===== src/rtl/fetch_unit_pkg.sv =====
// Shared pipeline package: datapath widths, the bubble instruction word,
// the opcode field encoding and the register-index type used across stages.
package fetch_unit_pkg;

    localparam int PC_W    = 16;
    localparam int INSTR_W = 16;

    localparam logic [INSTR_W-1:0] NOP_INSTR = 16'h0000;
    localparam logic [PC_W-1:0]    PC_ONE    = 16'h0001;

    // Opcode lives in bits [15:12] of every instruction word
    typedef enum logic [3:0] {
        OP_NOP  = 4'h0,
        OP_ADD  = 4'h1,
        OP_SUB  = 4'h2,
        OP_AND  = 4'h3,
        OP_OR   = 4'h4,
        OP_LDI  = 4'h5,
        OP_LD   = 4'h6,
        OP_ST   = 4'h7,
        OP_BEQ  = 4'h8,
        OP_BNE  = 4'h9,
        OP_JMP  = 4'hA,
        OP_JAL  = 4'hB,
        OP_JR   = 4'hC,
        OP_HALT = 4'hF
    } opcode_t;

    typedef logic [2:0] reg_idx_t;

    // Next sequential word address; wraps naturally at 2^PC_W
    function automatic logic [PC_W-1:0] pc_inc(input logic [PC_W-1:0] pc);
        return pc + PC_ONE;
    endfunction

    function automatic opcode_t get_opcode(input logic [INSTR_W-1:0] instr);
        return opcode_t'(instr[15:12]);
    endfunction

endpackage


===== src/rtl/fetch_unit_perf_counters.sv =====
// Fetch performance counters: delivered instructions, stall cycles and
// redirect (flush) cycles. All 32 bits wide, cleared by reset, free-wrapping.
module fetch_perf_counters (
    input  logic        clk,
    input  logic        reset,
    input  logic        fetched_inc,
    input  logic        stall_inc,
    input  logic        flush_inc,
    output logic [31:0] perf_fetched,
    output logic [31:0] perf_stall,
    output logic [31:0] perf_flush
);

    // Each counter steps by one on the cycle its event is asserted
    always_ff @(posedge clk) begin
        if (reset) begin
            perf_fetched <= 32'd0;
            perf_stall   <= 32'd0;
            perf_flush   <= 32'd0;
        end else begin
            if (fetched_inc) perf_fetched <= perf_fetched + 32'd1;
            if (stall_inc)   perf_stall   <= perf_stall + 32'd1;
            if (flush_inc)   perf_flush   <= perf_flush + 32'd1;
        end
    end

endmodule


===== src/rtl/fetch_unit.sv =====
// Instruction-fetch stage in front of a synchronous instruction memory.
// Owns the PC, hides the 1-cycle memory latency with an in-flight slot and
// registers the IF/ID outputs. Handles decode stalls and redirect/flush.
// Optional feature: define FETCH_PERF_CNT_EN to add perf_fetched,
// perf_stall and perf_flush counter outputs.
module fetch_unit
    import fetch_unit_pkg::*;
#(
    parameter logic [PC_W-1:0] RESET_PC = 16'h0000
) (
    input  logic               clk,
    input  logic               reset,
    input  logic               stall,
    input  logic               redirect_valid,
    input  logic [PC_W-1:0]    redirect_pc,
    output logic [PC_W-1:0]    imem_addr,
    input  logic [INSTR_W-1:0] imem_instr,
    output logic               if_valid,
    output logic [PC_W-1:0]    if_pc,
    output logic [PC_W-1:0]    if_pc_plus1,
    output logic [INSTR_W-1:0] if_instr
`ifdef FETCH_PERF_CNT_EN
    ,
    output logic [31:0]        perf_fetched,
    output logic [31:0]        perf_stall,
    output logic [31:0]        perf_flush
`endif
);

    logic [PC_W-1:0] fetch_pc;
    logic [PC_W-1:0] infl_pc;
    logic            infl_valid;

    // While stalled, re-issue the in-flight address so the memory keeps
    // presenting the same word; a redirect always issues the live fetch_pc
    assign imem_addr = (stall && !redirect_valid) ? infl_pc : fetch_pc;

    // Fetch pipeline: reset > redirect (flush) > stall (hold) > advance
    always_ff @(posedge clk) begin
        if (reset) begin
            fetch_pc    <= RESET_PC;
            infl_pc     <= RESET_PC;
            infl_valid  <= 1'b0;
            if_valid    <= 1'b0;
            if_pc       <= '0;
            if_pc_plus1 <= '0;
            if_instr    <= NOP_INSTR;
        end else if (redirect_valid) begin
            fetch_pc   <= redirect_pc;
            infl_valid <= 1'b0;
            if_valid   <= 1'b0;
            if_instr   <= NOP_INSTR;
        end else if (!stall) begin
            if_valid    <= infl_valid;
            if_pc       <= infl_pc;
            if_pc_plus1 <= pc_inc(infl_pc);
            if_instr    <= infl_valid ? imem_instr : NOP_INSTR;
            infl_pc     <= fetch_pc;
            infl_valid  <= 1'b1;
            fetch_pc    <= pc_inc(fetch_pc);
        end
    end

`ifdef FETCH_PERF_CNT_EN
    logic fetched_inc;
    logic stall_inc;

    // Event strobes for the counters, derived from the same priority order
    always_comb begin
        fetched_inc = !redirect_valid && !stall && infl_valid;
        stall_inc   = stall && !redirect_valid;
    end

    fetch_perf_counters u_perf (
        .clk          (clk),
        .reset        (reset),
        .fetched_inc  (fetched_inc),
        .stall_inc    (stall_inc),
        .flush_inc    (redirect_valid),
        .perf_fetched (perf_fetched),
        .perf_stall   (perf_stall),
        .perf_flush   (perf_flush)
    );
`endif

endmodule

===== config.mk =====
export PLATFORM = sky130hd
export DESIGN_NAME = fetch_unit
export DESIGN_NICKNAME = d
export VERILOG_FILES = /design/src/rtl/fetch_unit_pkg.sv /design/src/rtl/fetch_unit_perf_counters.sv /design/src/rtl/fetch_unit.sv
export SDC_FILE = /design/constraint.sdc
export NUM_CORES = 1
export LEC_CHECK = 0
export ABC_AREA = 0
export ABC_CLOCK_PERIOD_IN_PS = 2100
export BUFFER_PORTS_ARGS = -buffer_cell sky130_fd_sc_hd__buf_2
export CELL_PAD_IN_SITES_DETAIL_PLACEMENT = 1
export CELL_PAD_IN_SITES_GLOBAL_PLACEMENT = 1
export CORE_MARGIN = 4
export CORE_UTILIZATION = 38
export CTS_CLUSTER_DIAMETER = 150
export DETAILED_ROUTE_END_ITERATION = 16
export PLACE_DENSITY = 0.8
export SETUP_SLACK_MARGIN = 0.05
export SYNTH_ARGS = -nofsm -noshare
export SYNTH_HDL_FRONTEND = slang
export SYNTH_HIERARCHICAL = 1
export SYNTH_SLANG_ARGS = --single-unit

===== constraint.sdc =====
create_clock -name clk -period 2.1 [get_ports clk]
set_clock_uncertainty 0.05 [all_clocks]
set_input_delay 0.21 -clock clk [delete_from_list [all_inputs] [get_ports clk]]
set_output_delay 0.21 -clock clk [all_outputs]
set_load 0.05 [all_outputs]

==> impl_metrics.tcl, run 1 <==
set metrics [dict create \
    vias 3385 \
    wl_per_cell_um 16.3 \
    ys_types 40 \
    switching_share_pct 30.2 \
    grt_max_degree 41 \
    rows 35 \
    dp.cells 638 \
    yosys_warnings 6 \
    crit_path_cell_trace "and4b_1, nand4_2, o31a_1, o31a_1" \
    ioPinCount 101 \
    viasPerCell 5.18 \
    crit_fanout 10 \
    drv_cap 0 \
    period_needed_ps 1770 \
    required_ps 2280 \
    post-cts-setup-buffers 0 \
    rsz0062_at_grt "no" \
    numCtsBuffers 9 \
    core_area_um2 9280 \
    setup_viol 0 \
    p_int_mw 2.23 \
    p_switching_uw 962 \
    synthCells 429 \
    hold_viol 0 \
    ctsLongestPathBuffers 2 \
    drt_iter0_markers 76 \
    drc 0 \
    syn_nets 467 \
    cts.sinks 82 \
    fin_crit_sh_pct 84.3 \
    fmax_mhz 565 \
    hp-class "input pin to flip-flop" \
    worstMarginPinSlew_ps 1100 \
    synthArstFlopShare_pct 0 \
    seqPwrFrac_pct 52.4 \
    power.density_nw_per_um2 717 \
    antenna_found_initial 0 \
    synth.avg_cell_area_um2 8.49 \
    path_clk_slew_ps 90 \
    drive_above_1_share_pct 29.0 \
    worstSetupStartpointType "flip-flop" \
    syn_to_final_growth_pct 22.1 \
    grt_overflow 0 \
    port_buffers 100 \
    hold_buffers 0 \
    n_antenna_cell 0 \
    syn_area_um2 3640 \
    htreeDepth 3 \
    grt_pass1_vias 3478 \
    first_pass_iters 4 \
    synth-edff-count 0 \
    cts_tree "yes" \
    dieArea_um2 11200 \
    grt_pass1_wl_um 17500 \
    start_util_pct 39.2 \
    place_congestion 0.814 \
    die-height_um 106 \
    worstSetupPathType "flip-flop to flip-flop" \
    layout.cells.non_filler 654 \
    outcome "complete, no violations" \
    synth_flop_cell "dfxtp_1" \
    p_clk_share_pct 32.3 \
    ys_ff_latch 82 \
    fp.dieW_um 106 \
    hpwl_um 7870 \
    ys_seq_area_share_pct 45.1 \
    grt_usage_pct 19.2 \
    cts_root_buf "clkbuf_8" \
    num-nets-final 558 \
    cts-resized-gates 0 \
    routed_wl_um 10700 \
    critical_path.most_common_cell "o31a_1" \
    slew_viol_final 0 \
    power.total_mw 3.19 \
    peakVddDrop_mv 0.323 \
    fin_setup_tns_ps 0 \
    slowest_stage "and4b_1" \
    max_stage_delay_ps 490 \
    postRouteAntennaNets 0 \
    arrival_ps 1950 \
    combPwrFrac_pct 15.2 \
    maxSlewHeadroom_pct 26.6 \
    clock_latency_ps 350 \
    end_kind "flip-flop" \
    nFillCells 1177 \
    p_leak_nw 1.90 \
]
[registers in the layout, summed over array words and instances, names as in the netlist]
name,flops
if_pc,16
infl_pc,16
fetch_pc,16
infl_valid,1
if_valid,1
if_instr,16
if_pc_plus1,16
[logic make-up (layout without fill, tap and decap cells)]
family / after synthesis / count (layout) / share of synthesized area [%]
AND/OR/NAND/NOR: 162 / 162 / 20.7
buffers and inverters: 47 / 143 / 5.70
adder cells (fa/ha/maj): 2 / 2 / 0.687
XOR/XNOR: 24 / 24 / 5.77
flip-flops: 82 / 82 / 45.1
multiplexers: 20 / 20 / 6.04
AO/OA/AOI/OAI: 92 / 92 / 16.0
[worst max-delay path, delay by kind of cell, from the launching register on]
kind	cells	cell delay [ps]
and+or+nand+nor	2	650
AOI/OAI and AO/OA	2	490
DFF	1	460
[power by group through the flow]
stage	clock [mW]	sequential (mW)	combinational [mW]
floorplan	0	1.76	0.278
global placement	0	1.70	0.475
detailed placement	0	1.71	0.489
CTS	1.05	1.67	0.490
global route	1.12	1.68	0.524
finish	1.03	1.67	0.486
[routing by layer]
| layer | track usage [%] | vias to the layer above | part of all wire, % |
|---|---|---|---|
| li1 | - | 1645 | - |
| met3 | 6.86 | 18 | 6.9 |
| met5 | 0 | - | 0 |
| met2 | 33.8 | 101 | 49 |
| met4 | 4.81 | 0 | 1.3 |
| met1 | 22.2 | 1621 | 43 |
[synth_stat cells (3+ instances only)]
cell / n / area share [%]
a211oi_1: 12 / 2.5
a21oi_1: 48 / 6.6
a22oi_1: 16 / 3.3
and2_1: 3 / 0.52
and3_1: 7 / 1.2
and4_1: 4 / 0.96
buf_2: 13 / 1.8
clkbuf_1: 19 / 2.0
dfxtp_1: 82 / 45
inv_1: 12 / 1.2
mux2_2: 16 / 4.9
mux2i_1: 4 / 1.1
nand2_1: 70 / 7.2
nand3_1: 8 / 1.1
nand4_1: 9 / 1.5
nor2_1: 45 / 4.6
o21a_1: 9 / 1.9
o31a_1: 3 / 0.72
xnor2_1: 13 / 3.1
xor2_1: 11 / 2.6
[stage by stage]
| step | worst slack, ps | cell area [um2] | util (%) | hold WS [ps] |
|---|---|---|---|---|
| 2_1_floorplan | 610 | 3640 | - | 303 |
| 3_3_place_gp | 447 | 4280 | 46.1 | 388 |
| 3_5_place_dp | 367 | 4280 | 46.1 | 399 |
| 4_1_cts | 319 | 4450 | 47.9 | 29.2 |
| 5_1_grt | 156 | 4450 | 47.9 | 21.6 |
| 6_report | 329 | 4450 | 47.9 | 39.6 |
[cell usage in the layout (no fill, tap or decap), drive strengths merged]
master | Yosys | final
buf | 16 | 115
dfxtp | 82 | 82
nand2 | 70 | 70
a21oi | 48 | 48
nor2 | 45 | 45
mux2 | 16 | 16
a22oi | 16 | 16
xnor2 | 13 | 13
a211oi | 12 | 12
inv | 12 | 12
clkbuf | 19 | 12
xor2 | 11 | 11
nand4 | 10 | 10
o21a | 9 | 9
nand3 | 9 | 9
and3 | 7 | 7
and4 | 4 | 4
mux2i | 4 | 4
and2 | 3 | 3
o31a | 3 | 3
clkinvlp | 0 | 3
nand2b | 3 | 3
or2 | 2 | 2
nand4b | 2 | 2
ha | 2 | 2
a2111oi | 2 | 2
and4b | 1 | 1
nor4bb | 1 | 1
nor2b | 1 | 1
nor3 | 1 | 1
nor4 | 1 | 1
and2b | 1 | 1
o21ai | 1 | 1
or3 | 1 | 1
a311oi | 1 | 1
clkinv | 0 | 1
[path summary, 6_finish.rpt]
kind / start / end / slack [ps] / depth (start not counted)
setup reg to reg: fetch_pc[2] / fetch_pc[15] / 330 / 4
hold reg to reg: infl_valid / infl_valid / 410 / 2
setup / recovery: fetch_pc[2] / fetch_pc[15] / 330 / 4
hold / removal: imem_instr[13] / if_instr[13] / 40 / 3
[cell type report]
class / count / area [um2] / share of cell area (%)
multi-input combinational: 300 / 1800 / 40.5
tap: 129 / 161 / 3.63
inverter: 12 / 45.0 / 1.01
clock buffer: 12 / 145 / 3.26
clock inverter: 4 / 27.5 / 0.619
timing repair buffer: 115 / 626 / 14.1
sequential: 82 / 1640 / 36.9
Power figures use the tool's default switching activity.
==> inputs of run 2 (changes only) <==
--- a/config.mk
+++ b/config.mk
@@ -6,15 +6,15 @@
 export NUM_CORES = 1
 export LEC_CHECK = 0
 export ABC_AREA = 0
-export ABC_CLOCK_PERIOD_IN_PS = 2100
+export ABC_CLOCK_PERIOD_IN_PS = 1500
 export BUFFER_PORTS_ARGS = -buffer_cell sky130_fd_sc_hd__buf_2
 export CELL_PAD_IN_SITES_DETAIL_PLACEMENT = 1
 export CELL_PAD_IN_SITES_GLOBAL_PLACEMENT = 1
 export CORE_MARGIN = 4
-export CORE_UTILIZATION = 38
+export CORE_UTILIZATION = 34
 export CTS_CLUSTER_DIAMETER = 150
 export DETAILED_ROUTE_END_ITERATION = 16
-export PLACE_DENSITY = 0.8
+export PLACE_DENSITY = 0.76
 export SETUP_SLACK_MARGIN = 0.05
 export SYNTH_ARGS = -nofsm -noshare
 export SYNTH_HDL_FRONTEND = slang
==> constraint.sdc (replaced) <==
create_clock -name clk -period 1.5 [get_ports clk]
set_clock_uncertainty 0.05 [all_clocks]
set_input_delay 0.15 -clock clk [delete_from_list [all_inputs] [get_ports clk]]
set_output_delay 0.15 -clock clk [all_outputs]
set_load 0.05 [all_outputs]
==> run 2 against run 1 <==
  * First-iteration DRC count rose by 59%
  * Worst hold slack got worse by 22 ps
  * Core utilization rose by 6.2 points
  * Largest power group unchanged
  * Die area rose by 11%
  * Sequential share of layout area fell by 7.0 points
  * Design area rose by 26%
  * The flow now finishes with violations (setup timing)
  * Sequential power rose by 39%
  * Combinational power rose by 110%
  * Register-to-register slack got worse by 330 ps
  * Critical path depth fell by 1
==> impl_metrics.tcl, run 2 (synthesis results as in run 1) <==
set metrics [dict create \
    worstSetupPathType "flip-flop to output pin" \
    fp.dieW_um 112 \
    rsz0062_at_grt "yes" \
    holdPathStages 3 \
    violations "setup timing" \
    final_cell_mix "buf_2, nand2_1, dfxtp_1, a21oi_1, nor2_1" \
    drc 0 \
    drt_iter0_markers 121 \
    die-height_um 112 \
    multi_input_comb_area_um2 2000 \
    core_area_um2 10400 \
    r2r_cells 5 \
    peakVddDrop_mv 0.417 \
    first_pass_iters 4 \
    fin_crit_sh_pct 100 \
    syn_to_final_growth_pct 54.1 \
    hp-class "input pin to flip-flop" \
    rows 37 \
    cts_tree "yes" \
    postRouteAntennaNets 0 \
    antenna_found_initial 0 \
    grt_pass1_vias 4113 \
    reg2reg_setup_slack_ps 0 \
    max_stage_delay_ps 370 \
    routed_wl_um 13700 \
    wl_per_cell_um 18.8 \
    drv_cap 0 \
    place_congestion 0.793 \
    n_antenna_cell 0 \
    fin_setup_tns_ps -6.40 \
    start_util_pct 35.1 \
    grt_overflow 0 \
    hold_viol 0 \
    post-route-util_pct 54.1 \
    num-nets-final 626 \
    end_kind "output pin" \
    viasPerCell 5.15 \
    period_needed_ps 1510 \
    ctsLongestPathBuffers 2 \
    clock_latency_ps 390 \
    grt_pass1_wl_um 21600 \
    worstSetupStartpointType "flip-flop" \
    dp.cells 673 \
    path_clk_slew_ps 100 \
    hpwl_um 8360 \
    nFillCells 1222 \
    worstMarginPinSlew_ps 407 \
    outcome "finished with violations" \
    crit_fanout 3 \
    vias 3756 \
    fmax_mhz 664 \
    cts_root_buf "clkbuf_8" \
    slew_viol_final 0 \
    arrival_ps 1310 \
    slowest_stage "dfxtp_4" \
    grt_usage_pct 21.8 \
    layout_commonest_cell "buf_2" \
    dieArea_um2 12400 \
    drive_above_1_share_pct 41.8 \
    htreeDepth 3 \
    setup_viol 1 \
    p_leak_nw 2.42 \
    power.density_nw_per_um2 932 \
    ioPinCount 101 \
    timing.final.ws_setup_ps -6.40 \
    layout.cells.non_filler 729 \
    required_ps 1300 \
    maxSlewHeadroom_pct 72.8 \
    dpl_worst_slack_ps -139 \
    grt_max_degree 48 \
    numCtsBuffers 9 \
    seqCellArea_um2 1680 \
    port_buffers 100 \
    crit_path_cell_trace "buf_6, mux2_4, buf_8" \
    cts.sinks 82 \
]
==> run 2: final timing paths <==
path / start / to
worst min-delay path: redirect_pc[1] / fetch_pc[1]
worst max-delay path: infl_pc[0] / imem_addr[0]
worst max register to register: fetch_pc[4] / fetch_pc[7]
worst min register to register: if_pc[7] / if_pc[7]
==> run 2: metal layers <==
| metal | vias to the layer above | track usage, % | share of wire (%) |
|---|---|---|---|
| met1 | 1824 | 24.0 | 40 |
| met2 | 115 | 39.4 | 52 |
| met4 | 0 | 9.33 | 2.7 |
| li1 | 1785 | - | - |
| met3 | 32 | 5.82 | 5.8 |
| met5 | - | 0 | 0 |
==> run 2: timing repair <==
action	in CTS	in global routing
gates cloned	0	1
setup buffers	19	3
hold buffers	20	0
resized for setup	108	33
hold endpoints to repair	20	0
endpoints found under the setup margin	49	34
pin swaps	2	14
==> run 2: layout make-up <==
class	instances	share of cell area, %
Inverter	12	0.802
Tap cell	136	3.03
Multi-Input combinational cell	300	35.6
Clock buffer	11	2.52
Clock inverter	5	1.54
Timing Repair Buffer	183	26.6
Sequential cell	82	29.9
==> run 2: critical path, delay by kind of cell, from the launching register on <==
kind | cells | cell delay (ps)
buffers and inverters | 2 | 270
multiplexers | 1 | 270
flip-flops | 1 | 370
==> run 2: per-stage QoR <==
| stage | cell area [um2] | hold slack (ps) | total power [mW] |
|---|---|---|---|
| 6_report | 5610 | 17.8 | 5.23 |
| 4_1_cts | 5440 | 16.7 | 5.19 |
| 5_1_grt | 5610 | 21.2 | 5.45 |
| 3_3_place_gp | 4560 | 328 | 3.12 |
| 3_5_place_dp | 4560 | 344 | 3.15 |
| 2_1_floorplan | 3640 | 243 | 2.86 |
==> run 2: power by group <==
part	switching (mW)	leakage (nW)	total [mW]	internal, mW
Sequential	0.0653	0.679	2.32	2.26
Clock	0.897	0.114	1.89	0.996
Combinational	0.580	1.63	1.02	0.439
